## src/rtl/ram_arbiter_if.sv

```systemverilog
// Word-addressed RAM handshake bundle shared by the two requesters and the RAM port.
// The master modport drives a request; the slave modport answers it.
interface ram_arbiter_if;
  logic        stb;
  logic        we;
  logic [3:0]  sel;
  logic [31:0] wdat;
  logic [29:0] adr;
  logic [31:0] rdat;
  logic        ack;
  logic        err;

  modport master (output stb, we, sel, wdat, adr, input rdat, ack);
  modport slave  (input stb, we, sel, wdat, adr, output rdat, ack, err);
endinterface

```

## src/rtl/ram_arbiter.sv

```systemverilog
// Two-master round-robin arbiter in front of a single-port RAM, one access in flight,
// with a per-access watchdog that aborts unacknowledged accesses and flags an error.
module ram_arbiter #(
  parameter int unsigned TIMEOUT = 255
) (
  input logic clk_i,
  input logic rst_i,
  ram_arbiter_if.slave  m0,
  ram_arbiter_if.slave  m1,
  ram_arbiter_if.master s
);
  typedef enum logic {IDLE, BUSY} state_t;

  localparam logic [7:0] CNT_LAST = 8'(TIMEOUT - 1);
  localparam logic [7:0] CNT_MAX  = '1;

  state_t     state, state_n;
  logic       grant, grant_n;
  logic       prio, prio_n;
  logic [7:0] cnt, cnt_n;

  logic busy;
  logic g_stb;
  logic to_hit;

  always_ff @(posedge clk_i or posedge rst_i) begin
    if (rst_i) begin
      state <= IDLE;
      grant <= 1'b0;
      prio  <= 1'b0;
      cnt   <= '0;
    end else begin
      state <= state_n;
      grant <= grant_n;
      prio  <= prio_n;
      cnt   <= cnt_n;
    end
  end

  assign busy  = (state == BUSY);
  assign g_stb = grant ? m1.stb : m0.stb;
  // An ack in the same cycle beats the watchdog; a withdrawn strobe is never flagged.
  assign to_hit = busy & g_stb & ~s.ack & (cnt == CNT_LAST);

  always_comb begin
    s.stb  = busy & g_stb & ~to_hit;
    s.we   = busy & (grant ? m1.we : m0.we);
    s.sel  = busy ? (grant ? m1.sel  : m0.sel)  : '0;
    s.wdat = busy ? (grant ? m1.wdat : m0.wdat) : '0;
    s.adr  = busy ? (grant ? m1.adr  : m0.adr)  : '0;

    m0.ack  = busy & ~grant & s.ack;
    m1.ack  = busy &  grant & s.ack;
    m0.err  = to_hit & ~grant;
    m1.err  = to_hit &  grant;
    m0.rdat = s.rdat;
    m1.rdat = s.rdat;
  end

  always_comb begin
    state_n = state;
    grant_n = grant;
    prio_n  = prio;
    cnt_n   = cnt;
    case (state)
      IDLE: begin
        if (m0.stb | m1.stb) begin
          state_n = BUSY;
          grant_n = (m0.stb & m1.stb) ? prio : m1.stb;
          cnt_n   = '0;
        end
      end
      BUSY: begin
        if (s.ack) begin
          state_n = IDLE;
          prio_n  = ~grant;
        end else if (!g_stb) begin
          state_n = IDLE;
        end else if (cnt == CNT_LAST) begin
          state_n = IDLE;
          prio_n  = ~grant;
        end else if (cnt != CNT_MAX) begin
          cnt_n = cnt + 8'd1;
        end
      end
      default: state_n = IDLE;
    endcase
  end
endmodule

```

## src/flat_wrapper.sv

```systemverilog
// flat-port wrapper written by rule: the top's interface ports become plain ports
module ram_arbiter_flat 
#(
  parameter int unsigned TIMEOUT = 255
)
  (clk_i, rst_i, m0_stb, m0_we, m0_sel, m0_wdat, m0_adr, m0_rdat, m0_ack, m0_err, m1_stb, m1_we, m1_sel, m1_wdat, m1_adr, m1_rdat, m1_ack, m1_err, s_stb, s_we, s_sel, s_wdat, s_adr, s_rdat, s_ack);
  ram_arbiter_if m0_i ();
  ram_arbiter_if m1_i ();
  ram_arbiter_if s_i ();
  input logic clk_i;
  input logic rst_i;
  input wire logic [$bits(m0_i.stb)-1:0] m0_stb;
  input wire logic [$bits(m0_i.we)-1:0] m0_we;
  input wire logic [$bits(m0_i.sel)-1:0] m0_sel;
  input wire logic [$bits(m0_i.wdat)-1:0] m0_wdat;
  input wire logic [$bits(m0_i.adr)-1:0] m0_adr;
  output wire logic [$bits(m0_i.rdat)-1:0] m0_rdat;
  output wire logic [$bits(m0_i.ack)-1:0] m0_ack;
  output wire logic [$bits(m0_i.err)-1:0] m0_err;
  input wire logic [$bits(m1_i.stb)-1:0] m1_stb;
  input wire logic [$bits(m1_i.we)-1:0] m1_we;
  input wire logic [$bits(m1_i.sel)-1:0] m1_sel;
  input wire logic [$bits(m1_i.wdat)-1:0] m1_wdat;
  input wire logic [$bits(m1_i.adr)-1:0] m1_adr;
  output wire logic [$bits(m1_i.rdat)-1:0] m1_rdat;
  output wire logic [$bits(m1_i.ack)-1:0] m1_ack;
  output wire logic [$bits(m1_i.err)-1:0] m1_err;
  output wire logic [$bits(s_i.stb)-1:0] s_stb;
  output wire logic [$bits(s_i.we)-1:0] s_we;
  output wire logic [$bits(s_i.sel)-1:0] s_sel;
  output wire logic [$bits(s_i.wdat)-1:0] s_wdat;
  output wire logic [$bits(s_i.adr)-1:0] s_adr;
  input wire logic [$bits(s_i.rdat)-1:0] s_rdat;
  input wire logic [$bits(s_i.ack)-1:0] s_ack;
  assign m0_i.stb = m0_stb;
  assign m0_i.we = m0_we;
  assign m0_i.sel = m0_sel;
  assign m0_i.wdat = m0_wdat;
  assign m0_i.adr = m0_adr;
  assign m0_rdat = m0_i.rdat;
  assign m0_ack = m0_i.ack;
  assign m0_err = m0_i.err;
  assign m1_i.stb = m1_stb;
  assign m1_i.we = m1_we;
  assign m1_i.sel = m1_sel;
  assign m1_i.wdat = m1_wdat;
  assign m1_i.adr = m1_adr;
  assign m1_rdat = m1_i.rdat;
  assign m1_ack = m1_i.ack;
  assign m1_err = m1_i.err;
  assign s_stb = s_i.stb;
  assign s_we = s_i.we;
  assign s_sel = s_i.sel;
  assign s_wdat = s_i.wdat;
  assign s_adr = s_i.adr;
  assign s_i.rdat = s_rdat;
  assign s_i.ack = s_ack;
  ram_arbiter #(.TIMEOUT(TIMEOUT)) u_core (.clk_i(clk_i), .rst_i(rst_i), .m0(m0_i), .m1(m1_i), .s(s_i));
endmodule
```

## config.mk

```make
export PLATFORM = sky130hd
export DESIGN_NAME = ram_arbiter_flat
export DESIGN_NICKNAME = d
export VERILOG_FILES = /design/src/rtl/ram_arbiter_if.sv /design/src/rtl/ram_arbiter.sv /design/src/flat_wrapper.sv
export SDC_FILE = /design/constraint.sdc
export NUM_CORES = 1
export LEC_CHECK = 0
export ABC_AREA = 1
export BUFFER_PORTS_ARGS = -buffer_cell sky130_fd_sc_hd__buf_2
export CORE_AREA = 2 2 118 120
export DETAILED_ROUTE_END_ITERATION = 6
export DIE_AREA = 0 0 120 122
export PLACE_DENSITY = 0.52
export SETUP_SLACK_MARGIN = 0.1
export SLEW_MARGIN = 5
export SYNTH_ARGS = -nofsm -noshare
export SYNTH_HDL_FRONTEND = slang
export SYNTH_SLANG_ARGS = --single-unit
```

## constraint.sdc

```tcl
create_clock -name clk_i -period 4.5 [get_ports clk_i]
set_clock_uncertainty 0.15 [all_clocks]
set_input_delay 0.45 -clock clk_i [delete_from_list [all_inputs] [get_ports clk_i]]
set_output_delay 0.45 -clock clk_i [all_outputs]
set_load 0.02 [all_outputs]
```

==> results_dict.tcl <==
set metrics [dict create \
    outcome "completed" \
    required_ps 3900 \
    avgSynthCellArea_um2 5.48 \
    internal_power_uw 615 \
    gp_congestion 0.763 \
    crit_chain "inv_2, buf_4, a21oi_1, buf_2" \
    cts-root-buf "clkbuf_16" \
    drtIter0Drc 146 \
    cp-end-kind "output pin" \
    vias 2873 \
    layout-drive-gt1-share_pct 43.3 \
    syn2layout_area_growth_pct 36.2 \
    clock_latency_ps 240 \
    synth_nets 570 \
    wl_um 9440 \
    period_needed_ps 2600 \
    portBuffers 210 \
    num_rows 43 \
    hp-class "input port to async pin" \
    track_usage_pct 11.2 \
    crit_start "u_core.busy" \
    pwr-share-clk_pct 10.3 \
    ys_seq_elements 11 \
    cts-buffers-inserted 3 \
    finalNetCount 700 \
    cts_tree "yes" \
    crit_family "buffers and inverters" \
    cts_setup_buffers 0 \
    timing.fmax_mhz 385 \
    ys_types 22 \
    multi_input_area_mm2 0.00125 \
    max_stage_delay_ps 540 \
    whs_ps 71.5 \
    synth_warnings 0 \
    cp.arrival_ps 2000 \
    coreArea_mm2 0.0135 \
    start_util_pct 16.1 \
    drc 0 \
    synthCells 397 \
    maxCapViolations 0 \
    grt_overflow 0 \
    peakVddDrop_v 0.000228 \
    firstDrtPassIters 4 \
    finalHoldViolations 0 \
    worstMarginPinSlew_ps 751 \
    fp.dieArea_mm2 0.0146 \
    regArea_um2 277 \
    clk_path_buf_depth 2 \
    crit_type "register to output pin" \
    cp_slowest_cell "inv_2" \
    drtAntennaViolNets 0 \
    relSlewSlack_pct 49.9 \
    htree_levels 1 \
    crit_buf_inv 3 \
    antenna_found_initial 1 \
    p_switching_uw 987 \
    ctsResizeCount 0 \
    wire_per_inst_um 13.4 \
    worst_slack_ps 1900 \
    cts-hold-fix-buffers 0 \
    power_density_mw_per_mm2 540 \
    power.share.sequential_pct 8.9 \
    p_comb_share_pct 80.8 \
    dpl.hpwl_um 7480 \
    p_sw_share_pct 61.6 \
    rsz0062_at_grt "false" \
    r2r_cells 6 \
    clk_pin_slew_ps 40 \
    grt_pass1_wl_um 13100 \
    ys_seq_area_share_pct 12.6 \
    finalSetupTns_ps 0 \
    grt_max_degree 72 \
    leakagePower_nw 1.74 \
    final.period_utilization_pct 57.7 \
    pre_cts_ws_ps 2110 \
    slew_violations 0 \
    ios 307 \
    cts.sinks 11 \
    r2r_start "u_core.busy" \
    crit_path_max_fanout 42 \
    setup_violations 0 \
    vias_per_cell 4.06 \
    grt_pass1_vias 2566 \
    die_width_um 120 \
    start_kind "register" \
    finalPower_mw 1.60 \
    cp_num_cells 4 \
    die-height_um 122 \
    fillerInstances 1573 \
    syn_area_mm2 0.00218 \
]
==> cells in the final DEF, fill, tap and decap left out, types with 2 or more instances in the layout <==
cell / Yosys / routed
buf_2: 15 / 210
nand2_1: 167 / 167
a21oi_1: 69 / 69
nand3_1: 15 / 15
nor2_1: 14 / 14
inv_1: 13 / 13
dfrtp_1: 11 / 10
nand2_2: 4 / 4
o21ai_0: 4 / 4
clkbuf_16: 0 / 3
inv_2: 2 / 2
nand2_4: 2 / 2
ha_1: 2 / 2
buf_4: 64 / 2
==> cells by family (layout without fill, tap and decap cells) <==
logic type | after synthesis | after routing | synth area share, %
adder cells (fa/ha/maj) | 2 | 2 | 1.15
XOR/XNOR | 1 | 1 | 0.402
buffers and inverters | 103 | 232 | 29.8
other | 0 | 1 | 0
AND/OR/NAND/NOR | 205 | 205 | 38.2
flip-flops | 11 | 11 | 12.6
AO/OA/AOI/OAI | 75 | 75 | 17.9
==> cells in the mapped netlist, drive strengths merged <==
master	count	share of area, %
nand3	16	3.9
xor2	1	0.40
inv	16	2.9
nor2	15	2.9
nor3b	1	0.34
clkbuf	1	0.17
ha	2	1.1
o21ai	5	1.7
a21oi	69	16
nand2	173	31
o21bai	1	0.34
buf	86	27
dfrtp	11	13
==> stage by stage <==
stage | instances | instance area, um2 | util [%]
floorplan | 397 | 2180 | -
global placement | 702 | 2880 | 21.4
detailed placement | 702 | 2880 | 21.4
CTS | 706 | 2960 | 21.9
global route | 706 | 2960 | 21.9
finish | 707 | 2970 | 22.0
==> power by group through the flow <==
| stage | Combinational [mW] | Sequential (mW) | Clock, mW |
|---|---|---|---|
| final | 1.29 | 0.142 | 0.165 |
| after CTS | 1.32 | 0.142 | 0.170 |
| after floorplan | 0.981 | 0.134 | 0 |
| after detailed placement | 1.31 | 0.143 | 0 |
| after global placement | 1.32 | 0.142 | 0 |
| after global routing | 1.44 | 0.146 | 0.173 |
==> sequential cells by signal (all words and copies together) (netlist names) <==
register	count
u_core.busy	1
u_core.cnt	8
u_core.grant	1
u_core.prio	1
==> worst reg2reg max path, delay by kind of cell (launching register included) <==
kind,cells,cell delay (ps)
flip-flops,1,450
AO/OA/AOI/OAI,1,210
AND/OR/NAND/NOR,3,250
buffers and inverters,2,1030
==> final timing paths <==
check                                     end  slack [ps]
worst min-delay path            u_core.cnt[0]          70
worst max-delay path               s_wdat[25]        1900
min in group clk_i                u_core.busy         290
max in group asynchronous        u_core.grant        3780
worst min register to register  u_core.cnt[7]         400
worst max register to register  u_core.cnt[4]        2340
==> routing by layer <==
metal	global-route usage [%]	share of wire [%]	vias to the layer above	wire [um]
met5	0	0	-	0
met4	1.62	0.58	0	55
met3	4.49	11	11	1070
met2	19.8	48	178	4550
met1	13.1	40	1241	3780
li1	-	-	1443	-
==> final cells by class <==
cell class              instances  area share, %
well taps                     180           7.59
diodes                          1         0.0844
flip-flops and latches         11           9.32
inverters                      16           2.11
repair buffers                212           35.9
multi-input cells             283           42.3
clock buffers                   4           2.66
Power figures use the tool's default switching activity.
